[config.mk]
export PLATFORM = sky130hd
export DESIGN_NAME = tau_register_file
export DESIGN_NICKNAME = d
export VERILOG_FILES = /design/src/rtl/tau_register_file.sv
export SDC_FILE = /design/constraint.sdc
export NUM_CORES = 1
export LEC_CHECK = 0
export CORE_UTILIZATION = 45
export DETAILED_ROUTE_END_ITERATION = 6
export PLACE_DENSITY = 0.77
export SLEW_MARGIN = 15
export SYNTH_ARGS = -nofsm -noshare
export SYNTH_HDL_FRONTEND = slang
export SYNTH_SLANG_ARGS = --single-unit
[constraint.sdc]
create_clock -name clk -period 3 [get_ports clk]
set_clock_uncertainty 0.1 [all_clocks]
set_input_delay 0.45 -clock clk [delete_from_list [all_inputs] [get_ports clk]]
set_output_delay 0.45 -clock clk [all_outputs]
set_load 0.01 [all_outputs]
[src/rtl/tau_register_file.sv]
// ---------------------------------------------------------------------------
// tau_register_file
//   8-entry general-purpose register file for the tau core. One write-back
//   port from the ALU, and a registered operand stage that delivers an A/B
//   operand pair through a valid/ready handshake.
//
// Ports
//   clk        core clock, all state changes on the rising edge
//   reset      synchronous, active-high reset
//   wr_en      write-back strobe
//   wr_sel     destination register index
//   wr_data    write-back value
//   req_valid  operand-fetch request present
//   req_ready  operand stage can take a request this cycle (combinational)
//   sel_a      side-A register index
//   sel_b      side-B selector: 0-7 register, 8 imm8, 9-15 reads zero
//   imm8       immediate, sampled together with the request
//   op_valid   op_a/op_b hold a valid operand pair
//   op_ready   ALU consumes the operand pair
//   op_a       side-A operand (registered)
//   op_b       side-B operand (registered)
// ---------------------------------------------------------------------------
module tau_register_file #(
    parameter int WORD_SIZE = 8,
    parameter int NUM_REGS  = 8
) (
    input  logic                 clk,
    input  logic                 reset,
    input  logic                 wr_en,
    input  logic [2:0]           wr_sel,
    input  logic [WORD_SIZE-1:0] wr_data,
    input  logic                 req_valid,
    output logic                 req_ready,
    input  logic [2:0]           sel_a,
    input  logic [3:0]           sel_b,
    input  logic [WORD_SIZE-1:0] imm8,
    output logic                 op_valid,
    input  logic                 op_ready,
    output logic [WORD_SIZE-1:0] op_a,
    output logic [WORD_SIZE-1:0] op_b
);

    typedef enum logic {
        EMPTY = 1'b0,
        FULL  = 1'b1
    } state_t;

    logic [WORD_SIZE-1:0] regs_q [NUM_REGS];

    state_t               state_q;
    logic [WORD_SIZE-1:0] op_a_q;
    logic [WORD_SIZE-1:0] op_b_q;

    logic [WORD_SIZE-1:0] op_a_d;
    logic [WORD_SIZE-1:0] op_b_d;
    logic                 accept;

    // ------------------------------------------------------------------
    // Register array. R0 is an ordinary register; writes are independent
    // of the operand handshake.
    // ------------------------------------------------------------------
    always_ff @(posedge clk) begin
        if (reset) begin
            for (int i = 0; i < NUM_REGS; i++) begin
                regs_q[i] <= '0;
            end
        end else if (wr_en) begin
            regs_q[wr_sel] <= wr_data;
        end
    end

    // ------------------------------------------------------------------
    // Operand source selection with write-to-read forwarding. A write
    // landing in the same cycle as the read is bypassed so the operand
    // pair never sees a stale value. Forwarding only covers register
    // selections, never imm8 or the zero selections.
    // ------------------------------------------------------------------
    always_comb begin
        op_a_d = regs_q[sel_a];
        if (wr_en && (wr_sel == sel_a)) begin
            op_a_d = wr_data;
        end

        op_b_d = '0;
        if (!sel_b[3]) begin
            op_b_d = regs_q[sel_b[2:0]];
            if (wr_en && (wr_sel == sel_b[2:0])) begin
                op_b_d = wr_data;
            end
        end else if (sel_b[2:0] == 3'd0) begin
            op_b_d = imm8;
        end
    end

    // The stage can refill in the same cycle the ALU drains it, giving one
    // pair per cycle without bubbles.
    assign req_ready = (state_q == EMPTY) || op_ready;
    assign accept    = req_valid && req_ready;

    // ------------------------------------------------------------------
    // Operand stage. The operand registers only load on accept, so a
    // stalled pair is a snapshot: later writes to its source registers do
    // not disturb it, and a consumed pair keeps its last value.
    // ------------------------------------------------------------------
    always_ff @(posedge clk) begin
        if (reset) begin
            state_q <= EMPTY;
            op_a_q  <= '0;
            op_b_q  <= '0;
        end else begin
            if (accept) begin
                op_a_q <= op_a_d;
                op_b_q <= op_b_d;
            end
            case (state_q)
                EMPTY: begin
                    if (accept) begin
                        state_q <= FULL;
                    end
                end
                FULL: begin
                    if (op_ready && !accept) begin
                        state_q <= EMPTY;
                    end
                end
                default: state_q <= EMPTY;
            endcase
        end
    end

    assign op_valid = (state_q == FULL);
    assign op_a     = op_a_q;
    assign op_b     = op_b_q;

endmodule

## After elaboration in Yosys (flattened, before gate mapping)

Memory sizes are Yosys's and may differ from the RTL's. A register that Yosys moved wholly into a read port is not among the register bits.
Cells that the tools add are included.

- Bitwise gates (word level): 1
- Multiplexer cells: 14
- Reduce and logical (&&, ||, !) cells: 7
- Equality and inequality tests: 1

Operator list:

| cell | number |
|---|---|
| $mux 8 | 4 |
| $mux 1 | 8 |
| $reduce_or 8->1 | 1 |
| $eq 3x3->1 | 1 |
| $logic_and 1x1->1 | 3 |
| $logic_not 3->1 | 1 |
| $mux 3 | 1 |
| $pmux 1 s2 | 1 |
| $logic_not 1->1 | 1 |
| $logic_or 1x1->1 | 1 |
| $not 1->1 | 1 |

- Flip-flop bits (word level): 9
- Output and inout bits: 18
- Memory bits (writable): 64
- Logic and storage cells: 26
- Input bits: 31
- Memories kept: 1

Memory list:

| memory | depth | bits a word | read ports | clocked after memory_dff | write ports | RTL line | text |
|---|---|---|---|---|---|---|---|
| regs_q | 8 | 8 | 2 | 1 | 8 | 48 | `logic [WORD_SIZE-1:0] regs_q [NUM_REGS];` |

## Logic depth before layout (Yosys ltp)

- Depth in word-level cells: 7
- Mapped depth: 7

## Least setup slack after synthesis

OpenSTA, ideal clock, no wires.

- Path type: input-to-reg
- Start: input sel_a[2]
- End: register op_a_q[0], in the netlist op_a[0] (read register of regs_q)
- Setup time: 122 ps
- Slack: 840 ps
- Arrival time: 1938 ps
- Buffers on the path: 2
- Cell stages on the path: 5
- Data required time: 2778 ps
- Cells stage by stage: clkbuf_1 clkbuf_1 mux4_2 mux2_2 a221o_1

RTL lines:

| what | RTL line | text |
|---|---|---|
| start, declared | 34 | `input logic [2:0] sel_a,` |
| end, declared | 51 | `logic [WORD_SIZE-1:0] op_a_q;` |

==> key figures <==
Route
  • WL/cell: just over 20 um
  • Vias/cell: between 5 and 6
  • Wire length on met3: roughly 900 um
  • Top Metal Used: met4
  • WL met1: 4.56 mm
  • Wire length on met2: between 5 and 6 mm
  • Starting DRT DRC Count: 259
  • DRT Wirelength: about 11 mm
  • Vias: 3,090
  • DRT antenna net count: 0
  • DRC errors left: 0
  • Initial DRT Pass Iterations: 5

Cells and area
  • Ant diodes: 0
  • Layout Cells excl Fill: between 500 and 600
  • Multi-input logic area: 2050 um2
  • Area delta synth->final: 19.0%
  • Fraction of layout cells with a size suffix above 1: 0.168
  • Core Util, Final: 0.562
  • Filler cells: 767
  • Post-layout nets: 420
  • Register area: ~2300 um2

Critical path
  • Max Fanout on Critical Path: 17
  • Worst EP required: between 3000 and 4000 ps
  • Startpoint Class: input port
  • CP arrival: 2540 ps
  • Worst reg-to-reg setup slack: 1110 ps
  • Setup CP Type: in2reg
  • FF-to-FF Start: op_valid
  • Worst Setup SP: sel_a[1]
  • Worst R2R End: op_a[4]
  • CP endpoint kind: flip-flop
  • CP endpoint: op_a[4]
  • R2R cell count: 4

STA
  • Final setup margin: ~670 ps
  • Setup Viol. Count Final: 0
  • Setup TNS Final: 0 ps
  • Max Freq: ~430 MHz
  • Worst Tran Pin Value: 981 ps
  • Hold WS: between 400 and 500 ps
  • Worst slew margin: 0.341
  • Fin crit period: ~2300 ps
  • Hold Fails Final Rpt: 0
  • Crit share post-route: 0.777
  • RSZ-0062 raised after global routing: no
  • Fin. max-slew vios: 0

Clock tree
  • Clk_lat worst skew: 360 ps
  • Total CTS buffers: 9
  • Postcts setup bufs: 0
  • # clock sinks: slightly above 80
  • Cts repair resizes: 0
  • Depth of the CTS H-tree: 3
  • CTS tree: built
  • # hold bufs at CTS: 0
  • Clock-pin slew on the worst setup and hold paths: around 100 ps
  • Clock Path Buffers: 2
  • CTS root buffer: clkbuf_8

Global routing
  • Antenna violations before repair: 0
  • Total Routing Usage GR: 0.230
  • Largest net degree at the start of global routing: 18
  • Number of global-route vias before repair: ~3,200
  • Global-route wire length before repair: approximately 17 mm
  • Grt total ovfl: 0

Logic synthesis
  • Post-Synthesis Net Count: 364
  • Gate Count Post-Synth: 333
  • Ys async rst share: 0
  • Register bit total from synthesis: 81
  • Ys flop type: edfxtp_1
  • Mapped Area: 4450 um2
  • Sequential-to-total area share from yosys stat: 0.509
  • Synth Warn #: 0
  • Avg Cell Area, Syn: 13.3 um2
  • Number of synthesized flops with an enable pin: 64
  • Synth cell types: 35

Die
  • Die width: 101 um
  • Die Y: slightly above 100 um
  • Starting Density: 0.472
  • Row count: 35
  • CORE AREA: approximately 9400 um2
  • Die area: 10,300 um2
  • Io pins: 49

Power
  • Maximum VDD drop: 287 uV
  • Pwr per Cell Area: 487 nW/um2
  • Leakage power: around 1.9 nW

Placement
  • Cell Count Post-Placement: 507
  • Final HPWL DP: a little over 8 mm
  • Dpl ws: about 300 ps
  • Port bufs: 48
  • GPL Wtd Cong: 0.891

Min path
  • Tightest Hold Check Type: reg2reg

Outcome
  • Outcome: finished clean

Job
  • MaxCap Viol Count: 0
==> area by class of cell <==
type	count	share of cell area
multi-input cells	231	0.388
clock buffers	9	0.0234
clock inverters	7	0.0147
flip-flops and latches	81	0.428
repair buffers	65	0.115
well taps	129	0.0305
inverters	1	0.000709
==> per-stage QoR <==
step,power (mW),area [um2]
floorplan,1.58,4450
CTS,2.57,5290
detailed placement,1.75,5090
global placement,1.74,5090
global route,2.66,5290
finish,2.58,5290
==> worst max-delay path: stages <==
cell and delay [ps]:
clkdlybuf4s50_1 450, buf_4 290, xnor2_1 170, nand3_1 100, nor3_1 760, a221o_1 290
==> logic make-up after synthesis <==
logic type                count (synthesis)  synth area share
xor gates and xnor gates                  6            0.0118
AOI/OAI and AO/OA                        46            0.0788
DFF                                      81             0.509
muxes                                    56             0.205
and+or+nand+nor                         123             0.167
buffers and inverters                    21            0.0290
==> synth_stat cells (2+ instances only) <==
cell       instances  share of area
and2_1            74           0.10
edfxtp_1          64           0.43
mux2i_1           20          0.045
dfxtp_1           17          0.077
mux4_2            15          0.076
nand2_1           15          0.013
a21oi_1           14          0.016
mux2_2            12          0.030
clkbuf_1          11         0.0093
mux4_1             9          0.053
a221o_1            8          0.018
a22oi_1            8          0.014
o2111ai_1          8          0.016
nor3_1             6         0.0068
xnor2_1            6          0.012
nor2_1             5         0.0042
or2_2              5         0.0070
a311o_1            4         0.0090
buf_6              4          0.010
nand2b_1           4         0.0056
o211ai_1           4         0.0068
buf_2              3         0.0034
or2_1              3         0.0042
and4_1             2         0.0039
nor2b_1            2         0.0028
==> sequential cells by signal, summed over array words and instances, names as in the netlist <==
signal and count:
regs_q 64, op_valid 1, op_b 8, op_a 8
==> cells in the final DEF (no fill, tap or decap), drive strengths merged <==
master and n:
xnor2 6, clkinvlp 2, nor2 5, nand4 1, a22oi 8, clkdlybuf4s50 48, o2111ai 8, and2 74
clkinv 1, or2 8, o211ai 4, a311o 4, nor4b 1, nand3b 1, inv 4, or4b 1
nor3 7, nor2b 2, nand3 1, nand2 15, edfxtp 64, dfxtp 17, nand2b 4, buf 17
a21oi 14, a221o 8, mux2 12, mux4 24, bufinv 1, nor4 1, mux2i 20, and4 2
clkbuf 9
==> power by group <==
group,total [mW],switching (mW),internal [mW]
combinational,0.392,0.180,0.212
clock,0.844,0.451,0.394
sequential,1.34,0.0542,1.29
==> worst min-delay path by stage <==
stage	start	to	slack, ps	cells after the start
floorplan	op_b[1]	op_b[1]	460	2
detailed placement	op_a[6]	op_a[6]	440	2
CTS	op_b[1]	op_b[1]	470	2
finish	op_b[1]	op_b[1]	470	2
global route	op_b[3]	op_b[3]	480	2
global placement	op_b[6]	op_b[6]	430	2
==> metal layers <==
metal  vias to the layer above  track usage
li1                       1404            -
met4                         0       0.0847
met1                      1492        0.311
met2                       168        0.362
met5                         -            0
met3                        26       0.0531
No activity file was read; power rests on OpenSTA's default activity.
